<file path="config.mk">
export PLATFORM = sky130hd
export DESIGN_NAME = fetch_queue
export DESIGN_NICKNAME = d
export VERILOG_FILES = /design/src/rtl/fetch_pkg.sv /design/src/rtl/fetch_fifo.sv /design/src/rtl/fetch_queue.sv
export SDC_FILE = /design/constraint.sdc
export NUM_CORES = 1
export LEC_CHECK = 0
export BUFFER_PORTS_ARGS = -buffer_cell sky130_fd_sc_hd__buf_2
export CAP_MARGIN = 20
export CORE_MARGIN = 1
export CORE_UTILIZATION = 40
export CTS_CLUSTER_SIZE = 40
export DETAILED_ROUTE_END_ITERATION = 10
export SETUP_SLACK_MARGIN = 0.2
export SLEW_MARGIN = 20
export SYNTH_ARGS = -nofsm -noshare
export SYNTH_HDL_FRONTEND = slang
export SYNTH_SLANG_ARGS = --single-unit
</file>
<file path="constraint.sdc">
create_clock -name clk -period 3.03 [get_ports clk]
set_clock_uncertainty 0.05 [all_clocks]
set_input_delay 0.303 -clock clk [delete_from_list [all_inputs] [get_ports clk]]
set_output_delay 0.303 -clock clk [all_outputs]
set_load 0.05 [all_outputs]
</file>
<file path="src/rtl/fetch_pkg.sv">
// fetch_pkg: shared fetch-queue parameters, FSM states and entry layout
package fetch_pkg;
  localparam int XLEN = 32;
  localparam int DEPTH = 4;
  typedef enum logic [1:0] {IDLE, FETCH, FLUSH} fetch_state_t;
  typedef struct packed {
    logic [XLEN-1:0] pc;
    logic [XLEN-1:0] instr;
  } entry_t;
endpackage

</file>
<file path="src/rtl/fetch_fifo.sv">
// fetch_fifo: circular entry buffer with push, pop and synchronous clear
module fetch_fifo
  import fetch_pkg::*;
#(
  parameter int DEPTH = fetch_pkg::DEPTH,
  parameter type T = entry_t
) (
  input  logic clk,
  input  logic rst,
  input  logic push,
  input  logic pop,
  input  logic clear,
  input  T     din,
  output T     dout,
  output logic [$clog2(DEPTH+1)-1:0] count
);
  localparam int AW = DEPTH > 1 ? $clog2(DEPTH) : 1;
  localparam int CW = $clog2(DEPTH + 1);
  T mem [DEPTH];
  logic [AW-1:0] head, tail;
  logic do_pop;
  function automatic logic [AW-1:0] inc(input logic [AW-1:0] p);
    return p == AW'(DEPTH - 1) ? '0 : p + AW'(1);
  endfunction
  assign do_pop = pop && count != '0;
  assign dout = mem[head];
  always_ff @(posedge clk)
    if (!rst || clear) begin
      head <= '0;
      tail <= '0;
      count <= '0;
    end else begin
      if (push) tail <= inc(tail);
      if (do_pop) head <= inc(head);
      count <= count + CW'(push) - CW'(do_pop);
    end
  always_ff @(posedge clk)
    if (push) mem[tail] <= din;
  // the requester's credit check should make this unreachable
  a_no_overflow: assert property (@(posedge clk) disable iff (!rst) !(push && count == CW'(DEPTH)));
endmodule

</file>
<file path="src/rtl/fetch_queue.sv">
// fetch_queue: PC-driven instruction fetch with a credit-limited decode queue
module fetch_queue
  import fetch_pkg::*;
#(
  parameter int DEPTH = fetch_pkg::DEPTH,
  parameter int XLEN = fetch_pkg::XLEN
) (
  input  logic            clk,
  input  logic            rst,
  input  logic [XLEN-1:0] pc,
  input  logic            flush,
  output logic            pc_stall,
  output logic            imem_req,
  output logic [XLEN-1:0] imem_addr,
  input  logic [XLEN-1:0] imem_rdata,
  output logic [XLEN-1:0] instr,
  output logic [XLEN-1:0] instr_pc,
  output logic            instr_valid,
  input  logic            instr_ready
);
  localparam int CW = $clog2(DEPTH + 1);
  fetch_state_t state, state_n;
  logic inflight;
  logic [XLEN-1:0] inflight_pc;
  logic [CW-1:0] count;
  logic credit;
  entry_t wr, head;
  always_ff @(posedge clk) state <= !rst ? IDLE : state_n;
  always_comb state_n = state == IDLE ? FETCH : flush ? FLUSH : FETCH;
  // queued entries plus the outstanding response must fit
  assign credit = {1'b0, count} + (CW+1)'(inflight) < (CW+1)'(DEPTH);
  always_comb begin
    imem_req = rst && state == FETCH && !flush && credit;
    pc_stall = !flush && !imem_req;
  end
  assign imem_addr = pc;
  always_ff @(posedge clk) begin
    inflight <= imem_req;
    if (imem_req) inflight_pc <= pc;
  end
  assign wr = '{pc: inflight_pc, instr: imem_rdata};
  fetch_fifo #(.DEPTH(DEPTH), .T(entry_t)) u_fifo (
    .clk(clk),
    .rst(rst),
    .push(inflight && !flush),
    .pop(instr_valid && instr_ready && !flush),
    .clear(flush),
    .din(wr),
    .dout(head),
    .count(count)
  );
  assign instr_valid = rst && count != '0;
  assign instr = head.instr;
  assign instr_pc = head.pc;
endmodule

</file>
==> results of run 1 <==
worst max-delay path: stages, from the launching register on:
cell,delay (ns)
dfxtp_1,0.37
ha_1,0.24
o211a_1,0.21
o22ai_1,0.20
and4_4,0.38
buf_2,0.31
worst paths after layout:
kind                         from           endpoint  slack (ns)  depth (start not counted)
setup / recovery  u_fifo.count[1]           imem_req        0.41                          5
hold / removal              flush           state[1]        0.04                          3
setup reg to reg  u_fifo.count[1]    u_fifo.count[2]        0.83                          9
hold reg to reg   inflight_pc[20]  u_fifo.mem[2][52]        0.44                          0
report_power, final:
group	switching, µW	internal (µW)	leakage [µW]	total [µW]
Sequential	16.5	4560	0.00269	4570
Combinational	226	133	0.00153	360
Clock	1470	2110	0.000472	3580
Total	1720	6800	0.00470	8520
state kept, by name, summed over array words and instances (netlist names), named ones only:
signal,count
u_fifo.count,3
u_fifo.tail,2
state,2
u_fifo.head,2
u_fifo.mem,256
inflight,1
inflight_pc,32
repair_timing:
item,in CTS,in global routing
hold buffers,65,0
hold endpoints to repair,162,0
endpoints found under the setup margin,0,4
setup buffers,0,1
gates resized for setup,0,1
layer usage:
metal / up-vias / track usage
met3: 37 / 0.0267
li1: 2326 / -
met2: 169 / 0.249
met1: 2704 / 0.192
met4: 0 / 0.0427
met5: - / 0
cells in the final DEF, fill, tap and decap left out, types with 2 or more instances in the layout:
cell	n
and2_4	4
nor2b_1	2
inv_1	8
mux2i_1	4
dfxtp_1	10
buf_12	6
buf_2	166
mux4_2	60
mux4_1	4
buf_4	6
nand2_1	3
and2_1	2
edfxtp_1	288
dfxtp_4	2
clkbuf_1	4
nor2_1	7
clkinv_1	6
ha_1	8
clkinv_2	7
bufinv_16	3
dlygate4sd3_1	65
clkbuf_16	32
synthesized netlist by cell type:
cell type  instances
fa_1               1
nor3b_2            1
clkbuf_2           1
buf_12             6
nand2b_1           1
nor2b_1            2
o211a_1            1
buf_2              6
nor2_1             7
and4_1             1
mux2i_1            4
buf_6              1
nand2_1            3
xnor2_1            1
dfxtp_1           12
mux4_2            60
nor3_1             1
and2_1             6
edfxtp_1         288
buf_4             32
or2_2              1
o22ai_1            1
mux4_1             4
o21ai_0            1
ha_1               8
inv_1              8
a41oi_1            1
nand3b_1           1
through the flow:
step | worst slack [ns] | cells
2_1_floorplan | 0.385 | 460
3_5_place_dp | 0.750 | 964
6_report | 0.407 | 1083
4_1_cts | 0.242 | 1082
3_3_place_gp | 0.809 | 964
5_1_grt | 0.260 | 1083
area by class of cell:
type	instances	area (µm²)	area share
Multi-Input combinational cell	106	1800	0.130
Tap cell	372	465	0.0337
Sequential cell	300	8900	0.644
Timing Repair Buffer	244	1670	0.121
Clock inverter	18	166	0.0120
Inverter	8	30.0	0.00217
Clock buffer	35	791	0.0572
kinds of logic after synthesis:
logic type / after synthesis / synth area share
DFF: 300 / 0.800
muxes: 68 / 0.135
buffers and inverters: 54 / 0.0393
and+or+nand+nor: 24 / 0.0120
adders and majority gates: 9 / 0.0108
AOI/OAI and AO/OA: 4 / 0.00270
xor gates and xnor gates: 1 / 0.000788
==> impl_metrics.json, run 1 <==
{
  "status": "complete, no violations",
  "drive_above_1_share": 0.409,
  "cp-start-kind": "flip-flop",
  "n_antenna_cell": 0,
  "htree_levels": 1,
  "syn_area_mm2": 0.0111,
  "dpl.hpwl_um": 12000,
  "wl_met1_um": 8760,
  "synth-seq-cells": 300,
  "max_slew_margin": 0.580,
  "hold_ws_ns": 0.0381,
  "grt_pass1_wl_um": 31600,
  "rsz0062_at_grt": "false",
  "synth.avg_cell_area_um2": 24.2,
  "die_h_um": 169,
  "dr_wl_met3_um": 1100,
  "finalPower_uw": 8520,
  "nets": 768,
  "numCtsBuffers": 31,
  "wirelength_um": 20600,
  "place_congestion": 0.697,
  "numPortBuffers": 166,
  "cts.sinks": 300,
  "drv_cap": 0,
  "final_area_mm2": 0.0138,
  "synth_area_leader_cell": "edfxtp_1",
  "hold_path.class": "primary input to flip-flop",
  "tns_ns": 0,
  "clock-root-buffer": "clkbuf_16",
  "syn_nets": 537,
  "setup-violations-final": 0,
  "top_layer_used": "met4",
  "post_dp_cell_area_mm2": 0.0122,
  "track_usage": 0.146,
  "min_period_ns": 2.62,
  "ys_warn_count": 0,
  "dr.pass1.iters": 4,
  "clk_latency_ns": 0.54,
  "vias": 5236,
  "fp.dieW_um": 169,
  "synth_cell_type_count": 28,
  "viasPerCell": 4.83,
  "cts_max_path_buffers": 3,
  "die-area_mm2": 0.0285,
  "cp_max_fo": 9,
  "ys_seq_area_frac": 0.800,
  "start_util": 0.410,
  "drv_slew": 0,
  "wl_per_cell_um": 19.0,
  "worstMarginPinSlew_ns": 0.630,
  "arrival_ns": 2.27,
  "grt_remaining_overflow": 0,
  "worstPathRequired_ns": 2.68,
  "ios": 167,
  "power_leakage_uw": 0.00470,
  "first_global_vias": 5670,
  "final_util": 0.510,
  "netlist_top_cells_area": "edfxtp_1 (78%), mux4_2 (12%), dfxtp_1 (2.2%)",
  "coreArea_mm2": 0.0271,
  "synthCells": 460,
  "clk_pin_slew_ns": 0.06,
  "clock.fmax_mhz": 381,
  "num_rows": 60,
  "critPathKind": "flip-flop to primary output",
  "drc_errors": 0,
  "netlist.area_leader.share": 0.778,
  "ant_nets": 0,
  "routed-wl-met2_um": 10300,
  "end_kind": "primary output",
  "antenna_found_initial": 0,
  "grt_max_degree": 42,
  "final.fill_count": 2142,
  "period_share": 0.866,
  "power_density_mw_per_mm2": 616,
  "hold_viol_final": 0,
  "cts_tree": "yes",
  "area_growth_pct": 24.4,
  "drt_iter0_markers": 327,
  "peakVddDrop_uv": 635
}
(Power assumes the default switching activity.)
==> run 2, diff against run 1 <==
ABC_AREA = 1   (was default)
CORE_MARGIN = 8   (was 1)
GPL_TIMING_DRIVEN = 0   (was default)
==> impl_metrics.json, run 2 <==
{
  "peakVddDrop_uv": 365,
  "clockPowerShare": 0.426,
  "syn_area_mm2": 0.0113,
  "p_int_uw": 6960,
  "post_cts_resized": 0,
  "clock.fmax_mhz": 378,
  "switching_power_uw": 1710,
  "clk_pin_slew_ns": 0.06,
  "ys_warn_count": 0,
  "syn_nets": 834,
  "top_register": "u_fifo.mem",
  "vias": 6936,
  "coreArea_mm2": 0.0278,
  "fp.dieW_um": 184,
  "largest_reg_flops": 256,
  "cp_max_fo": 10,
  "num_rows": 61,
  "critical_path.cell_chain": "buf_4 > clkbuf_1 > o21ai_0 > o22ai_1 > buf_2",
  "yosysMostFrequentCell": "edfxtp_1",
  "max_slew_margin": 0.564,
  "hold_path.class": "primary input to flip-flop",
  "hold_viol_final": 0,
  "antenna_found_initial": 0,
  "synth-edff-count": 288,
  "cp-start-kind": "flip-flop",
  "rsz0062_at_grt": "false",
  "start_util": 0.406,
  "track_usage": 0.149,
  "sw_frac_of_total": 0.197,
  "async_flop_share": 0,
  "hold_ws_ns": 0.0308,
  "min_period_ns": 2.64,
  "top_regs": "u_fifo.mem: 256 flops, inflight_pc: 32 flops, u_fifo.count: 3 flops",
  "critPathKind": "flip-flop to primary output",
  "clk_latency_ns": 0.54,
  "final_area_mm2": 0.0146,
  "cts_tree": "yes",
  "synth_area_leader_cell": "edfxtp_1",
  "status": "complete, no violations",
  "final_common_cell": "edfxtp_1",
  "netlist_top_cells_area": "edfxtp_1 (77%), nor2_1 (4.8%), o22ai_1 (3.5%)",
  "die-area_mm2": 0.0338,
  "viasPerCell": 4.83,
  "dpl.hpwl_um": 16200,
  "synth_common_cells": "edfxtp_1 (288), nor2_1 (144), o21ai_0 (73)",
  "netlist.area_leader.share": 0.766,
  "period_share": 0.872,
  "area_growth_pct": 29.4,
  "instances_no_fill": 1437,
  "numCtsBuffers": 30,
  "final.setup.worst_slack_ns": 0.386,
  "final_util": 0.526,
  "place_inst": 1314,
  "cts_max_path_buffers": 3,
  "synth.avg_cell_area_um2": 14.9,
  "crit_path_top_delay_cell": "clkbuf_1",
  "drv_slew": 0,
  "post_dp_cell_area_mm2": 0.0129,
  "wl_per_cell_um": 17.9,
  "place_congestion": 0.730,
  "ios": 167,
  "synth-seq-cells": 300,
  "worstPathRequired_ns": 2.68,
  "numPortBuffers": 166,
  "worstMarginPinSlew_ns": 0.653,
  "end_kind": "primary output",
  "drv_cap": 0,
  "arrival_ns": 2.29,
  "ys_seq_area_frac": 0.788,
  "grt_remaining_overflow": 0,
  "wirelength_um": 25800,
  "die_h_um": 184,
  "setup-violations-final": 0,
  "synth_cell_type_count": 22,
  "p_comb_frac": 0.046,
  "synth_flop_cell": "edfxtp_1",
  "drive_above_1_share": 0.272,
  "cts.sinks": 300,
  "power_density_mw_per_mm2": 594,
  "htree_levels": 1,
  "power_leakage_uw": 0.00531,
  "preCtsSetupSlack_ns": 0.675,
  "drt_iter0_markers": 380,
  "cp_slowest_stage_delay_ns": 0.40,
  "grt_pass1_wl_um": 39100,
  "first_global_vias": 7148,
  "ant_nets": 0,
  "clock-root-buffer": "clkbuf_16",
  "final_cell_mix": "edfxtp_1 (288), buf_2 (173), nor2_1 (139)",
  "grt_max_degree": 24,
  "dr.pass1.iters": 4,
  "synthCells": 757,
  "seqPwrFrac": 0.528,
  "drc_errors": 0,
  "nets": 1112,
  "n_antenna_cell": 0
}
## run 2: cell types whose count changed after synthesis, moves of 4 or more
| cell | before | now |
|---|---|---|
| o21ai_1 | 0 | 56 |
| nor2_1 | 7 | 144 |
| mux4_2 | 60 | 0 |
| inv_1 | 8 | 15 |
| buf_12 | 6 | 0 |
| nand2_1 | 3 | 9 |
| o22ai_1 | 1 | 64 |
| o21ai_0 | 1 | 73 |
| and2_1 | 6 | 0 |
| mux4_1 | 4 | 0 |
| mux2i_1 | 4 | 0 |
| nand3_1 | 0 | 6 |
| buf_6 | 1 | 14 |
| clkbuf_1 | 0 | 14 |
## run 2: cell families (layout without fill, tap and decap cells)
logic type / after synthesis / in the layout / share of synthesized area
xor gates and xnor gates: 1 / 1 / 0.000776
buffers and inverters: 90 / 392 / 0.0522
adders and majority gates: 9 / 9 / 0.0106
DFF: 300 / 300 / 0.788
AOI/OAI and AO/OA: 197 / 197 / 0.0947
and+or+nand+nor: 160 / 160 / 0.0540
## run 2: final timing paths
path                            end  slack (ns)           start  depth (start not counted)
setup / recovery       instr_pc[21]        0.39       flip-flop                          5
setup reg to reg  u_fifo.mem[2][29]        0.94        inflight                          4
hold reg to reg   u_fifo.mem[2][35]        0.44  inflight_pc[3]                          0
hold / removal             state[1]        0.03           flush                          3
## run 2: metrics by stage
| stage | setup TNS, ns | total power, µW |
|---|---|---|
| 6_report | 0 | 8670 |
| 5_1_grt | 0 | 8930 |
| 4_1_cts | 0 | 8750 |
| 3_5_place_dp | 0 | 5000 |
| 3_3_place_gp | -808.45 | 4990 |
| 2_1_floorplan | -194.76 | 4870 |
## run 2: timing repair
| item | 4_1_cts | 5_1_grt |
|---|---|---|
| endpoints found under the setup margin | 0 | 1 |
| hold endpoints to repair | 162 | 0 |
| hold buffers | 65 | 0 |
| buffers inserted | 0 | 2 |
## run 2: power by group through the flow
stage,Combinational (µW),Sequential [µW],Clock [µW]
finish,403,4570,3690
detailed placement,337,4660,0
floorplan,207,4660,0
CTS,403,4570,3780
global placement,322,4660,0
global route,429,4570,3930
## run 2: per-layer routing
layer  GRT usage  wire length, µm
met5           0                0
met4      0.0403              486
met3      0.0312             1580
met2       0.256            12700
met1       0.189            11000
## run 2: worst max-delay path: cells and delay by family (launching register included)
family	cells	cell delay, ns
flip-flops	1	0.33
buffers and inverters	3	0.94
AO/OA/AOI/OAI	2	0.47
## run 2: cell type report
type,count,area [µm²]
fillers,2351,13200
flip-flops and latches,300,8890
repair buffers,246,1800
inverters,17,66.3
well taps,378,473
clock buffers,46,882
clock inverters,10,123
multi-input cells,367,1840
plain buffers,73,523
==> run 3, diff against run 2 <==
SYNTH_HIERARCHICAL = 1   (was default)
==> impl_metrics.json, run 3 <==
{
  "numPortBuffers": 166,
  "grt_remaining_overflow": 0,
  "r2r-end": "u_fifo/count[2]",
  "synthAdderAreaFrac": 0.00840,
  "place_congestion": 0.714,
  "ys_seq_area_frac": 0.785,
  "viasPerCell": 4.84,
  "clk_pin_slew_ns": 0.06,
  "post_cts_resized": 0,
  "clock.fmax_mhz": 376,
  "clk_latency_ns": 0.54,
  "wl_per_cell_um": 18.0,
  "final_area_mm2": 0.0144,
  "synth_top_family_by_area": "compound AO/OA/AOI/OAI gates",
  "grt_max_degree": 42,
  "area_growth_pct": 27.1,
  "first_global_vias": 7166,
  "instances_no_fill": 1440,
  "netlist.area_leader.share": 0.764,
  "cts_setup_buffers": 0,
  "drive_above_1_share": 0.262,
  "critPathKind": "flip-flop to primary output",
  "drt_iter0_markers": 456,
  "antenna_found_initial": 0,
  "grt_pass1_wl_um": 39500,
  "nets": 1115,
  "ant_nets": 0,
  "max_slew_margin": 0.630,
  "top_register": "u_fifo/mem",
  "syn_area_mm2": 0.0113,
  "ff2ff_setup_slack_ns": 0.98,
  "cts_max_path_buffers": 3,
  "setup-violations-final": 0,
  "num_rows": 61,
  "vias": 6970,
  "arrival_ns": 2.31,
  "final_cell_mix": "edfxtp_1 (288), buf_2 (173), nor2_1 (149)",
  "r2r_start": "u_fifo/count[1]",
  "synth.avg_cell_area_um2": 14.7,
  "hold_path.class": "primary input to flip-flop",
  "crit_path_top_delay_cell": "clkbuf_1",
  "final_common_cell": "edfxtp_1",
  "worstMarginPinSlew_ns": 0.552,
  "synth_xor_area_frac": 0.00155,
  "cp_max_fo": 10,
  "coreArea_mm2": 0.0279,
  "cts.sinks": 300,
  "cp_slowest_stage_delay_ns": 0.45,
  "synthSimpleGateAreaFrac": 0.0578,
  "top_regs": "u_fifo/mem: 256 flops, inflight_pc: 32 flops, u_fifo/count: 3 flops",
  "fp.dieW_um": 184,
  "worstPathRequired_ns": 2.68,
  "preCtsSetupSlack_ns": 0.909,
  "syn_nets": 844,
  "hold_viol_final": 0,
  "clock-root-buffer": "clkbuf_16",
  "dpl.hpwl_um": 15700,
  "synth_flop_cell": "edfxtp_1",
  "die-area_mm2": 0.0340,
  "dr.pass1.iters": 4,
  "drv_slew": 0,
  "final_util": 0.517,
  "drc_errors": 0,
  "cts_hold_repair.buffers": 67,
  "ys_warn_count": 6,
  "cts_tree": "yes",
  "numCtsBuffers": 31,
  "synth-edff-count": 288,
  "track_usage": 0.150,
  "synth_cell_type_count": 26,
  "power_leakage_uw": 0.00524,
  "rsz0062_at_grt": "false",
  "end_kind": "primary output",
  "netlist_top_cells_area": "edfxtp_1 (76%), nor2_1 (4.9%), o22ai_1 (3.5%)",
  "start_util": 0.407,
  "async_flop_share": 0,
  "die_h_um": 184,
  "min_period_ns": 2.66,
  "synthCells": 769,
  "place_inst": 1318,
  "post_dp_cell_area_mm2": 0.0128,
  "synth_compound_area_frac": 0.0941,
  "drv_cap": 0,
  "synth-seq-cells": 300,
  "largest_reg_flops": 256,
  "synth_area_leader_cell": "edfxtp_1",
  "peakVddDrop_uv": 347,
  "final.setup.worst_slack_ns": 0.371,
  "worstRegToRegCells": 10,
  "critical_path.cell_chain": "clkinv_1 > clkbuf_1 > o21ai_1 > o22ai_1 > buf_2",
  "synth_mux_area_frac": 0,
  "cp-endpoint": "instr_pc[17]",
  "yosysMostFrequentCell": "edfxtp_1",
  "cp-start-kind": "flip-flop",
  "wirelength_um": 25900,
  "status": "complete, no violations",
  "ios": 167,
  "htree_levels": 1,
  "period_share": 0.878,
  "synth_common_cells": "edfxtp_1 (288), nor2_1 (149), o21ai_0 (75)",
  "n_antenna_cell": 0,
  "power_density_mw_per_mm2": 597
}
-- run 3: cell types whose count changed in the layout (fill, tap and decap cells not counted), sizes merged, moves of 3 or more --
| cell | previous run | this run |
|---|---|---|
| buf | 237 | 227 |
| clkbuf | 63 | 57 |
| clkinv | 7 | 12 |
| inv | 16 | 20 |
| nand2 | 9 | 13 |
| nand3 | 6 | 3 |
| nor2 | 144 | 150 |
-- run 3: metrics by stage --
step | hold WS (ns) | setup TNS [ns] | power (µW)
after floorplan | 0.352 | 0 | 4850
after global placement | 0.427 | -161.66 | 4970
after detailed placement | 0.433 | 0 | 4980
after CTS | 0.188 | 0 | 8680
after global routing | 0.215 | 0 | 8860
final | 0.214 | 0 | 8600
-- run 3: metal layers --
| layer | GRT usage | up-vias | routed length (µm) |
|---|---|---|---|
| met2 | 0.263 | 206 | 12700 |
| met1 | 0.188 | 3359 | 11200 |
| met5 | 0 | - | 0 |
| li1 | - | 3363 | - |
| met4 | 0.0358 | 0 | 529 |
| met3 | 0.0282 | 42 | 1420 |
-- run 3: cells by family (layout without fill, tap and decap cells) --
logic type               count (synthesis)  after routing
flip-flops                             300            300
AO/OA/AOI/OAI                          197            197
AND/OR/NAND/NOR                        169            169
buffers and inverters                   94            387
adder cells (fa/ha/maj)                  7              7
XOR/XNOR                                 2              2
-- run 3: final cells by class --
| class | count | area, µm² |
|---|---|---|
| multi-input combinational | 375 | 1830 |
| sequential | 300 | 8890 |
| timing repair buffer | 238 | 1620 |
| buffer | 73 | 523 |
| fill | 2330 | 13500 |
| inverter | 21 | 91.3 |
| tap | 378 | 473 |
| clock inverter | 15 | 165 |
| clock buffer | 40 | 810 |
-- run 3: worst min-delay path by stage --
stage | start | to | slack, ns | cells past startpoint
final | instr_ready | u_fifo/head[1] | 0.21 | 6
after global routing | instr_ready | u_fifo/head[1] | 0.21 | 6
after CTS | instr_ready | u_fifo/head[1] | 0.19 | 6
after detailed placement | inflight_pc[4] | u_fifo/mem[3][36] | 0.43 | 0
after global placement | inflight_pc[9] | u_fifo/mem[1][41] | 0.43 | 0
after floorplan | pc[0] | inflight_pc[0] | 0.35 | 0
-- run 3: critical path, delay by kind of cell (launching register included) --
kind	cells	cell delay [ns]
buf+inv	3	1.08
compound gates	2	0.39
flops	1	0.31
-- run 3: power by group --
group / total (µW) / switching (µW) / internal, µW
registers: 4570 / 14.5 / 4560
clock network: 3650 / 1450 / 2200
logic: 380 / 229 / 151
total: 8600 / 1690 / 6910
